## src/rtl/reflex_ctrl.sv

```systemverilog
// Reaction-time trial sequencer: base delay, error-penalty wait, then times the
// player's response. Drives the wait_count penalty counter that sits downstream.
module reflex_ctrl #(
  parameter int DELAY_TICKS   = 1000,
  parameter int PENALTY_TICKS = 500,
  parameter int MAX_TICKS     = 999,
  parameter int RW            = 10
) (
  input  logic          ck,
  input  logic          rst_n,
  input  logic          start,
  input  logic          press,
  input  logic          tick,
  input  logic          end_wait,
  output logic          load_wait,
  output logic          dec_wait,
  output logic [1:0]    new_error_count,
  output logic          led,
  output logic [RW-1:0] reaction,
  output logic          valid,
  output logic          too_slow
);

  localparam int MAXV = (DELAY_TICKS > PENALTY_TICKS)
                      ? ((DELAY_TICKS > MAX_TICKS) ? DELAY_TICKS : MAX_TICKS)
                      : ((PENALTY_TICKS > MAX_TICKS) ? PENALTY_TICKS : MAX_TICKS);
  localparam int TW   = (MAXV < 1) ? 1 : $clog2(MAXV + 1);

  localparam logic [TW-1:0] D_LAST = TW'(DELAY_TICKS - 1);
  localparam logic [TW-1:0] P_LAST = TW'(PENALTY_TICKS - 1);
  localparam logic [TW-1:0] T_LAST = TW'(MAX_TICKS);

  typedef enum logic [2:0] {
    IDLE    = 3'd0,
    LOAD    = 3'd1,
    DELAY   = 3'd2,
    PENALTY = 3'd3,
    GO      = 3'd4,
    DONE    = 3'd5
  } state_t;

  state_t        state;
  logic [1:0]    err_cnt;
  logic [TW-1:0] tcnt;
  logic [1:0]    err_inc;

  assign err_inc         = (err_cnt == 2'd3) ? 2'd3 : err_cnt + 2'd1;
  assign new_error_count = err_cnt;
  assign load_wait       = (state == LOAD);
  assign led             = (state == GO);

  always_ff @(posedge ck or negedge rst_n) begin
    if (!rst_n) begin
      state    <= IDLE;
      err_cnt  <= 2'd0;
      tcnt     <= '0;
      reaction <= '0;
      too_slow <= 1'b0;
      dec_wait <= 1'b0;
      valid    <= 1'b0;
    end else begin
      dec_wait <= 1'b0;
      valid    <= 1'b0;
      unique case (state)
        IDLE: begin
          err_cnt <= 2'd0;
          if (start) state <= LOAD;
        end
        LOAD: begin
          tcnt  <= '0;
          state <= DELAY;
        end
        DELAY: begin
          // a press always beats a coincident tick
          if (press) begin
            err_cnt <= err_inc;
            state   <= LOAD;
          end else if (tick) begin
            if (tcnt == D_LAST) begin
              tcnt  <= '0;
              state <= PENALTY;
            end else begin
              tcnt <= tcnt + TW'(1);
            end
          end
        end
        PENALTY: begin
          if (press) begin
            err_cnt <= err_inc;
            state   <= LOAD;
          end else if (end_wait) begin
            tcnt  <= '0;
            state <= GO;
          end else if (tick) begin
            if (tcnt == P_LAST) begin
              tcnt     <= '0;
              dec_wait <= 1'b1;
            end else begin
              tcnt <= tcnt + TW'(1);
            end
          end
        end
        GO: begin
          if (press) begin
            reaction <= RW'(tcnt);
            too_slow <= 1'b0;
            valid    <= 1'b1;
            err_cnt  <= 2'd0;
            state    <= DONE;
          end else if (tick) begin
            if (tcnt == T_LAST) begin
              reaction <= RW'(MAX_TICKS);
              too_slow <= 1'b1;
              valid    <= 1'b1;
              state    <= DONE;
            end else begin
              tcnt <= tcnt + TW'(1);
            end
          end
        end
        DONE: begin
          if (start) state <= LOAD;
        end
        default: state <= IDLE;
      endcase
    end
  end

  a_excl:  assert property (@(posedge ck) disable iff (!rst_n) !(load_wait && dec_wait));
  a_valid: assert property (@(posedge ck) disable iff (!rst_n) valid |=> !valid);

endmodule

```

## config.mk

```make
export PLATFORM = sky130hd
export DESIGN_NAME = reflex_ctrl
export DESIGN_NICKNAME = d
export VERILOG_FILES = /design/src/rtl/reflex_ctrl.sv
export SDC_FILE = /design/constraint.sdc
export NUM_CORES = 1
export LEC_CHECK = 0
export ABC_AREA = 1
export BUFFER_PORTS_ARGS = -buffer_cell sky130_fd_sc_hd__buf_2
export CAP_MARGIN = 20
export CORE_ASPECT_RATIO = 2
export CORE_MARGIN = 5
export CORE_UTILIZATION = 49
export CTS_BUF_LIST = sky130_fd_sc_hd__clkbuf_4 sky130_fd_sc_hd__clkbuf_8 sky130_fd_sc_hd__clkbuf_16
export DETAILED_ROUTE_END_ITERATION = 10
export PLACE_DENSITY = 0.7
export SLEW_MARGIN = 5
export SYNTH_ARGS = -nofsm -noshare
export SYNTH_HDL_FRONTEND = slang
export SYNTH_SLANG_ARGS = --single-unit
```

## constraint.sdc

```tcl
create_clock -name ck -period 4.2 [get_ports ck]
set_input_delay 0.42 -clock ck [delete_from_list [all_inputs] [get_ports ck]]
set_output_delay 0.42 -clock ck [all_outputs]
set_load 0.1 [all_outputs]
```

[Word-level counts from Yosys, hierarchy flattened]
Cells that the tools add are included.
Storage, ports and cells
  output and inout bits: 17
  word-level logic and storage cells: 83
  flip-flop bits (word level): 28
  bits of input ports: 6
Operators by class
  equality and inequality tests: 23
  reduce and logical (&&, ||, !) cells: 11
  $add $sub $neg: 2
  muxes and demuxes: 40
Operator list (count)
  2-to-1 mux 10 bit: 13
  one-hot mux 10 bit (4 select lines): 1
  2-to-1 mux 3 bit: 9
  != test 3 bit, second input constant: 5
  one-hot mux 3 bit (5 select lines): 1
  != test 2 bit, second input constant: 7
  2-to-1 mux 1 bit: 12
  adder 10 x 1 -> 10 bit, second input constant: 1
  equality test 10 bit, second input constant: 1
  equality test 10 x 9 -> 1 bit, second input constant: 1
  AND reduction 8 bit: 1
  equality test 3 x 2 -> 1 bit, second input constant: 2
  equality test 3 bit, second input constant: 2
  2-to-1 mux 2 bit: 3
  one-hot mux 2 bit (3 select lines): 1
  AND reduction 3 bit: 2
  AND reduction 6 bit: 1
  != test 2 x 1 -> 1 bit, second input constant: 2
  nonzero test 2 bit: 2
  nonzero test 4 bit: 1
  OR reduction 2 bit: 2
  equality test 3 x 1 -> 1 bit, second input constant: 1
  logical NOT 3 bit: 1
  != test 3 x 2 -> 1 bit, second input constant: 1
  3 further kinds: 3

[Longest topological paths before layout]
Gate-level depths: netlist of the first run.
  depth after elaboration: 6
  gate-level depth with buffers: 11
  gate-level depth less buffers: 11

[Worst setup path before layout of the first run]
No wires, ideal clock.
  path kind: register to output
  start point: reg state[2]
  end point: out load_wait
  arrival: 1.888 ns
  path buffers: 0
  setup slack: 1.892 ns
  stages on the path, launching flop included: 4
  data required time: 3.780 ns
  cells stage by stage: dfrtp_1 > inv_1 > nand2_1 > nor2_1
Between the ends
  word-level cells in the longest chain between the ends: 1
RTL lines
  start: declaration: line 42  | state_t state;
  start signal: assignment: line 54  | state <= IDLE;
  start signal: assignment: line 67  | if (start) state <= LOAD;
  start signal: assignment: line 71  | state <= DELAY;
  equality test 3 x 1 -> 1 bit: line 49  | assign load_wait = (state == LOAD);
  end: declaration: line 15  | output logic load_wait,
Every way passes these cells.

[Worst setup path after layout of the first run]
  start point: reg state[0]
  end point: out led
Between the ends
  word-level cells in the longest chain between the ends: 1
RTL lines
  equality test 3 bit: line 50  | assign led = (state == GO);
  end: declaration: line 18  | output logic led,
Every way passes these cells.

==> results of run 1 <==
==> routing by layer <==
layer	part of all wire (%)	wire, um
met2	58	2437
met4	2.9	123
met1	37	1543
met3	1.8	77
met5	0	0
==> worst min-delay path by stage <==
stage / start / to / slack (ns) / cells after the start
2_1_floorplan: rst_n / dec_wait / 0.12 / 0
3_3_place_gp: rst_n / new_error_count[0] / 0.46 / 1
3_5_place_dp: reaction[5] / reaction[5] / 0.46 / 2
4_1_cts: rst_n / new_error_count[0] / 0.18 / 1
5_1_grt: rst_n / dec_wait / 0.20 / 1
6_report: rst_n / dec_wait / 0.16 / 1
==> cell usage after synthesis <==
cell      number  area share (%)
nand2_1       75              16
dfrtp_1       28              41
inv_1         27             5.9
nand3_1       23             6.7
nor2_1        21             4.6
o21ai_0       15             4.3
nand4_1        7             2.5
nand2_2        5             1.8
nand3_2        5             2.9
a21oi_1        4             1.2
nor3_1         4             1.2
o21ai_1        4             1.2
o21ai_2        4             2.0
a21oi_2        3             1.5
nor2_4         3             2.0
buf_6          2             1.3
inv_2          2            0.43
nor2_2         2            0.72
buf_2          1            0.29
clkbuf_1       1            0.22
ha_1           1            0.72
o211ai_1       1            0.43
o21a_1         1            0.43
o22ai_1        1            0.36
xor2_1         1            0.51
==> power breakdown <==
part	leakage [nW]	internal, W	switching [W]	total, W
combinational	0.574	0.000137	0.000642	0.000779
clock	0.0288	0.0000838	0.0000822	0.000166
sequential	0.377	0.000335	0.0000575	0.000392
==> through the flow <==
step / hold WS [ns] / setup slack (ns) / instance area [sq um]
2_1_floorplan: 0.1244 / 1.892 / 1727
3_3_place_gp: 0.4574 / 2.330 / 1866
3_5_place_dp: 0.4612 / 2.313 / 1866
4_1_cts: 0.1752 / 2.027 / 1921
5_1_grt: 0.1980 / 1.955 / 1921
6_report: 0.1569 / 2.032 / 1921
==> critical path, cell delays in order, from the launching register on <==
cell and delay [ns]:
dfrtp_1 0.46, nor2_1 0.22, nand2_2 0.13, inv_2 0.20, buf_2 0.47
==> sequential cells by signal, indices dropped and copies added, names as in the netlist <==
name and count:
dec_wait 1, state 3, too_slow 1, new_error_count 2, valid 1, tcnt 10
reaction 10
==> cell families (layout without fill, tap and decap cells) <==
group	count (synthesis)	count (layout)	share of synthesized area [%]
AOI/OAI and AO/OA	33	33	11.45
adders and majority gates	1	1	0.7245
and+or+nand+nor	145	145	38.62
buffers and inverters	33	55	8.116
DFF	28	28	40.58
xor gates and xnor gates	1	1	0.5073
==> cell type report <==
class | count | area, sq um | share of cell area (%)
well taps | 48 | 60.06 | 3.127
flip-flops and latches | 28 | 700.7 | 36.48
repair buffers | 22 | 110.1 | 5.733
inverters | 29 | 108.9 | 5.668
clock buffers | 4 | 55.05 | 2.866
multi-input cells | 180 | 885.9 | 46.12
==> metrics.yaml, run 1 <==
grt_pass1_vias: 1659
yosysUniqueCellTypes: 25
vias_per_cell: 5.135
gr-usage-all-layers_pct: 19.25
final_common_cell: "nand2_1"
reg2reg_slack_ns: 2.33
place_inst: 307
port-buffer-count: 22
cts_buffer_depth: 2
antennaDiodeCount: 0
maxSlewHeadroom_pct: 57.35
final_core_utilization_pct: 56.23
syn_inst: 241
initial_core_util_pct: 50.55
worstHoldPathType: "input pin to async pin"
fp.dieArea_sq_um: 4883
nets: 271
arrival_ns: 1.75
area_growth_pct: 11.23
worst_slew_pin_slew_ns: 0.6398
place_congestion: 0.8887
hold_violations: 0
finalSetupTns_ns: 0
ctsHoldBuffers: 0
r2r_cells: 10
grt_first_pass_wirelength_um: 7169
cts_setup_buffers: 0
period_needed_ns: 2.168
cts_max_level: 1
wl_um: 4181
root_buffer: "clkbuf_8"
num-fill-cells: 349
yosys_register_bits: 28
drtPass1Iterations: 4
drv_slew: 0
cap_violations: 0
hpwl_um: 3318
drive_gt1_share_pct: 19.01
syn_area_sq_um: 1727
cts.clk_slew.worst_paths_ns: 0.10
max_clock_freq_mhz: 461.3
ctsResizeCount: 0
route.detailed.drc: 0
gr-usage-met1_pct: 17.97
cts.sinks: 28
r2r_start: "tcnt[0]"
peakVddDrop_uv: 439.3
core_sq_um: 3416
crit_type: "flop to output pin"
cts_tree: "yes"
cp-start-kind: "flop"
syn_area_per_cell_sq_um: 7.165
grt.overflow.total: 0
cp_data_required_time_ns: 3.78
grtUsageMet2_pct: 38.97
grt_max_degree: 29
fin_skew_ns: 0.006737
row_count: 30
setup_viol: 0
endpoint_kind: "output pin"
startpoint: "state[0]"
wl_per_cell_um: 13.44
grt_busiest_layer: "met2"
vias: 1597
insertion_delay_ns: 0.27
mostFrequentLayoutCells: "nand2_1 (75), dfrtp_1 (28), inv_1 (27)"
synth_warnings: 0
post-route-period-util_pct: 51.62
crit_end: "led"
grt.met3_usage_pct: 1.431
ys_seq_area_share_pct: 40.58
fp.dieH_um: 93.95
reg2reg_to: "reaction[3]"
leakage_nw: 0.9796
rsz0062_at_grt: "false"
ant_nets: 0
cts_buffers: 3
status: "complete, no violations"
antenna_found_initial: 0
drt_iter0_markers: 15
final_cell_count_no_fill: 311
die-width_um: 51.98
crit_fanout: 10
syn-num-nets: 248
io_pins: 23
total_power_w: 0.001338
powerDensity_nw_per_um2: 696.6
Power figures use the tool's default switching activity.
==> run 2, diff against run 1 <==
Clock period 4.2 ns to 2.25 ns, I/O delays scaled along.
==> metrics.yaml, run 2 (synthesis results as in run 1) <==
fin_hold_ws_ns: 0.1838
arrival_ns: 1.68
die-width_um: 51.98
reg_top3: "reaction (10), tcnt (10), state (3)"
drive_gt1_share_pct: 19.25
grt_max_degree: 29
cts_buffer_depth: 2
worstHoldPathType: "input pin to flop"
root_buffer: "clkbuf_8"
cts_max_level: 1
final_common_cell: "nand2_1"
status: "complete, no violations"
nets: 273
critical_path_depth: 4
cap_violations: 0
grt.overflow.total: 0
endpoint_kind: "output pin"
ant_nets: 0
peakVddDrop_uv: 759.7
cts.sinks: 28
initial_core_util_pct: 50.55
vias_per_cell: 5.278
hpwl_um: 3436
rsz0062_at_grt: "false"
finalSetupTns_ns: 0
total_power_w: 0.002545
core_sq_um: 3416
antennaDiodeCount: 0
wl_per_cell_um: 13.96
max_clock_freq_mhz: 524.9
place_congestion: 0.9086
drv_slew: 0
insertion_delay_ns: 0.28
leakage_nw: 0.9887
drt_iter0_markers: 61
mostFrequentLayoutCells: "nand2_1 (75), dfrtp_1 (28), inv_1 (27)"
cp-start-kind: "flop"
fin_skew_ns: 0.005550
critical_path.max_stage_delay_ns: 0.46
antenna_found_initial: 0
post-route-period-util_pct: 84.66
cp_data_required_time_ns: 2.03
hold_violations: 0
worst_slew_pin_slew_ns: 0.6447
period_needed_ns: 1.905
powerDensity_nw_per_um2: 1313
row_count: 30
cts.clk_slew.worst_paths_ns: 0.10
drtPass1Iterations: 4
gr-usage-all-layers_pct: 20.55
grt_first_pass_wirelength_um: 7541
cts_tree: "yes"
fp.dieArea_sq_um: 4883
crit_fanout: 10
crit_type: "flop to output pin"
wl_um: 4369
fp.dieH_um: 93.95
r2r_cells: 10
cts_buffers: 3
crit_family: "buffers and inverters"
ctsResizeCount: 0
setup_viol: 0
worst-path-buf-inv: 2
route.detailed.drc: 0
port-buffer-count: 22
worstPathCellList: "nor2_1 -> nand2_2 -> inv_2 -> buf_2"
area_growth_pct: 12.25
holdPathStages: 3
io_pins: 23
num-fill-cells: 340
maxSlewHeadroom_pct: 57.02
vias: 1652
crit_slowest_cell: "buf_2"
grt_pass1_vias: 1700
[run 2: final timing paths]
kind / from / slack (ns) / endpoint
max in group asynchronous: rst_n / 1.33 / state[1]
worst max register to register: tcnt[1] / 0.47 / reaction[3]
worst max-delay path: state[1] / 0.35 / led
min in group asynchronous: rst_n / 0.49 / dec_wait
worst min register to register: reaction[8] / 0.48 / reaction[8]
worst min-delay path: tick / 0.18 / dec_wait
[run 2: stage by stage]
step	instances	util, %	setup slack [ns]	cell area [sq um]
after detailed placement	308	54.84	0.4701	1873
after global placement	308	54.84	0.5017	1873
after CTS	313	56.74	0.3500	1938
after floorplan	241	-	0.04211	1727
after global routing	313	56.74	0.2074	1938
final	313	56.74	0.3450	1938
[run 2: final cells by class]
class	instances	area (sq um)	share of cell area, %
Inverter	29	108.9	5.617
Sequential cell	28	700.7	36.15
Timing Repair Buffer	24	127.6	6.585
Tap cell	48	60.06	3.099
Clock buffer	4	55.05	2.841
Multi-Input combinational cell	180	885.9	45.71
[run 2: report_power, final]
| group | leakage (nW) | switching (W) | internal [W] | total [W] |
|---|---|---|---|---|
| Sequential | 0.377 | 0.000108 | 0.000625 | 0.000733 |
| Combinational | 0.583 | 0.00121 | 0.000279 | 0.00149 |
| Clock | 0.0288 | 0.000163 | 0.000157 | 0.000320 |
[run 2: per-layer routing]
metal	wire, um	vias to the layer above	track usage [%]	share of wire, %
met5	0	-	0	0
met4	284	0	15.75	6.5
met1	1610	752	20.34	37
met3	116	21	1.590	2.7
met2	2358	51	37.29	54
li1	-	828	-	-
[run 2: worst register-to-register path: stages (launching register included)]
cell and delay [ns]:
dfrtp_1 0.46, ha_1 0.24, nand2_1 0.10, nor2_2 0.11, nand3_2 0.12, nand2_2 0.09, nand2_2 0.06, nor2_4 0.19
inv_2 0.15, nand2_1 0.08, o21ai_0 0.08
[run 2: repair_timing]
item                      in CTS  in global routing
hold endpoints to repair      28                  0
hold buffers                   1                  0
buffers inserted               0                  0
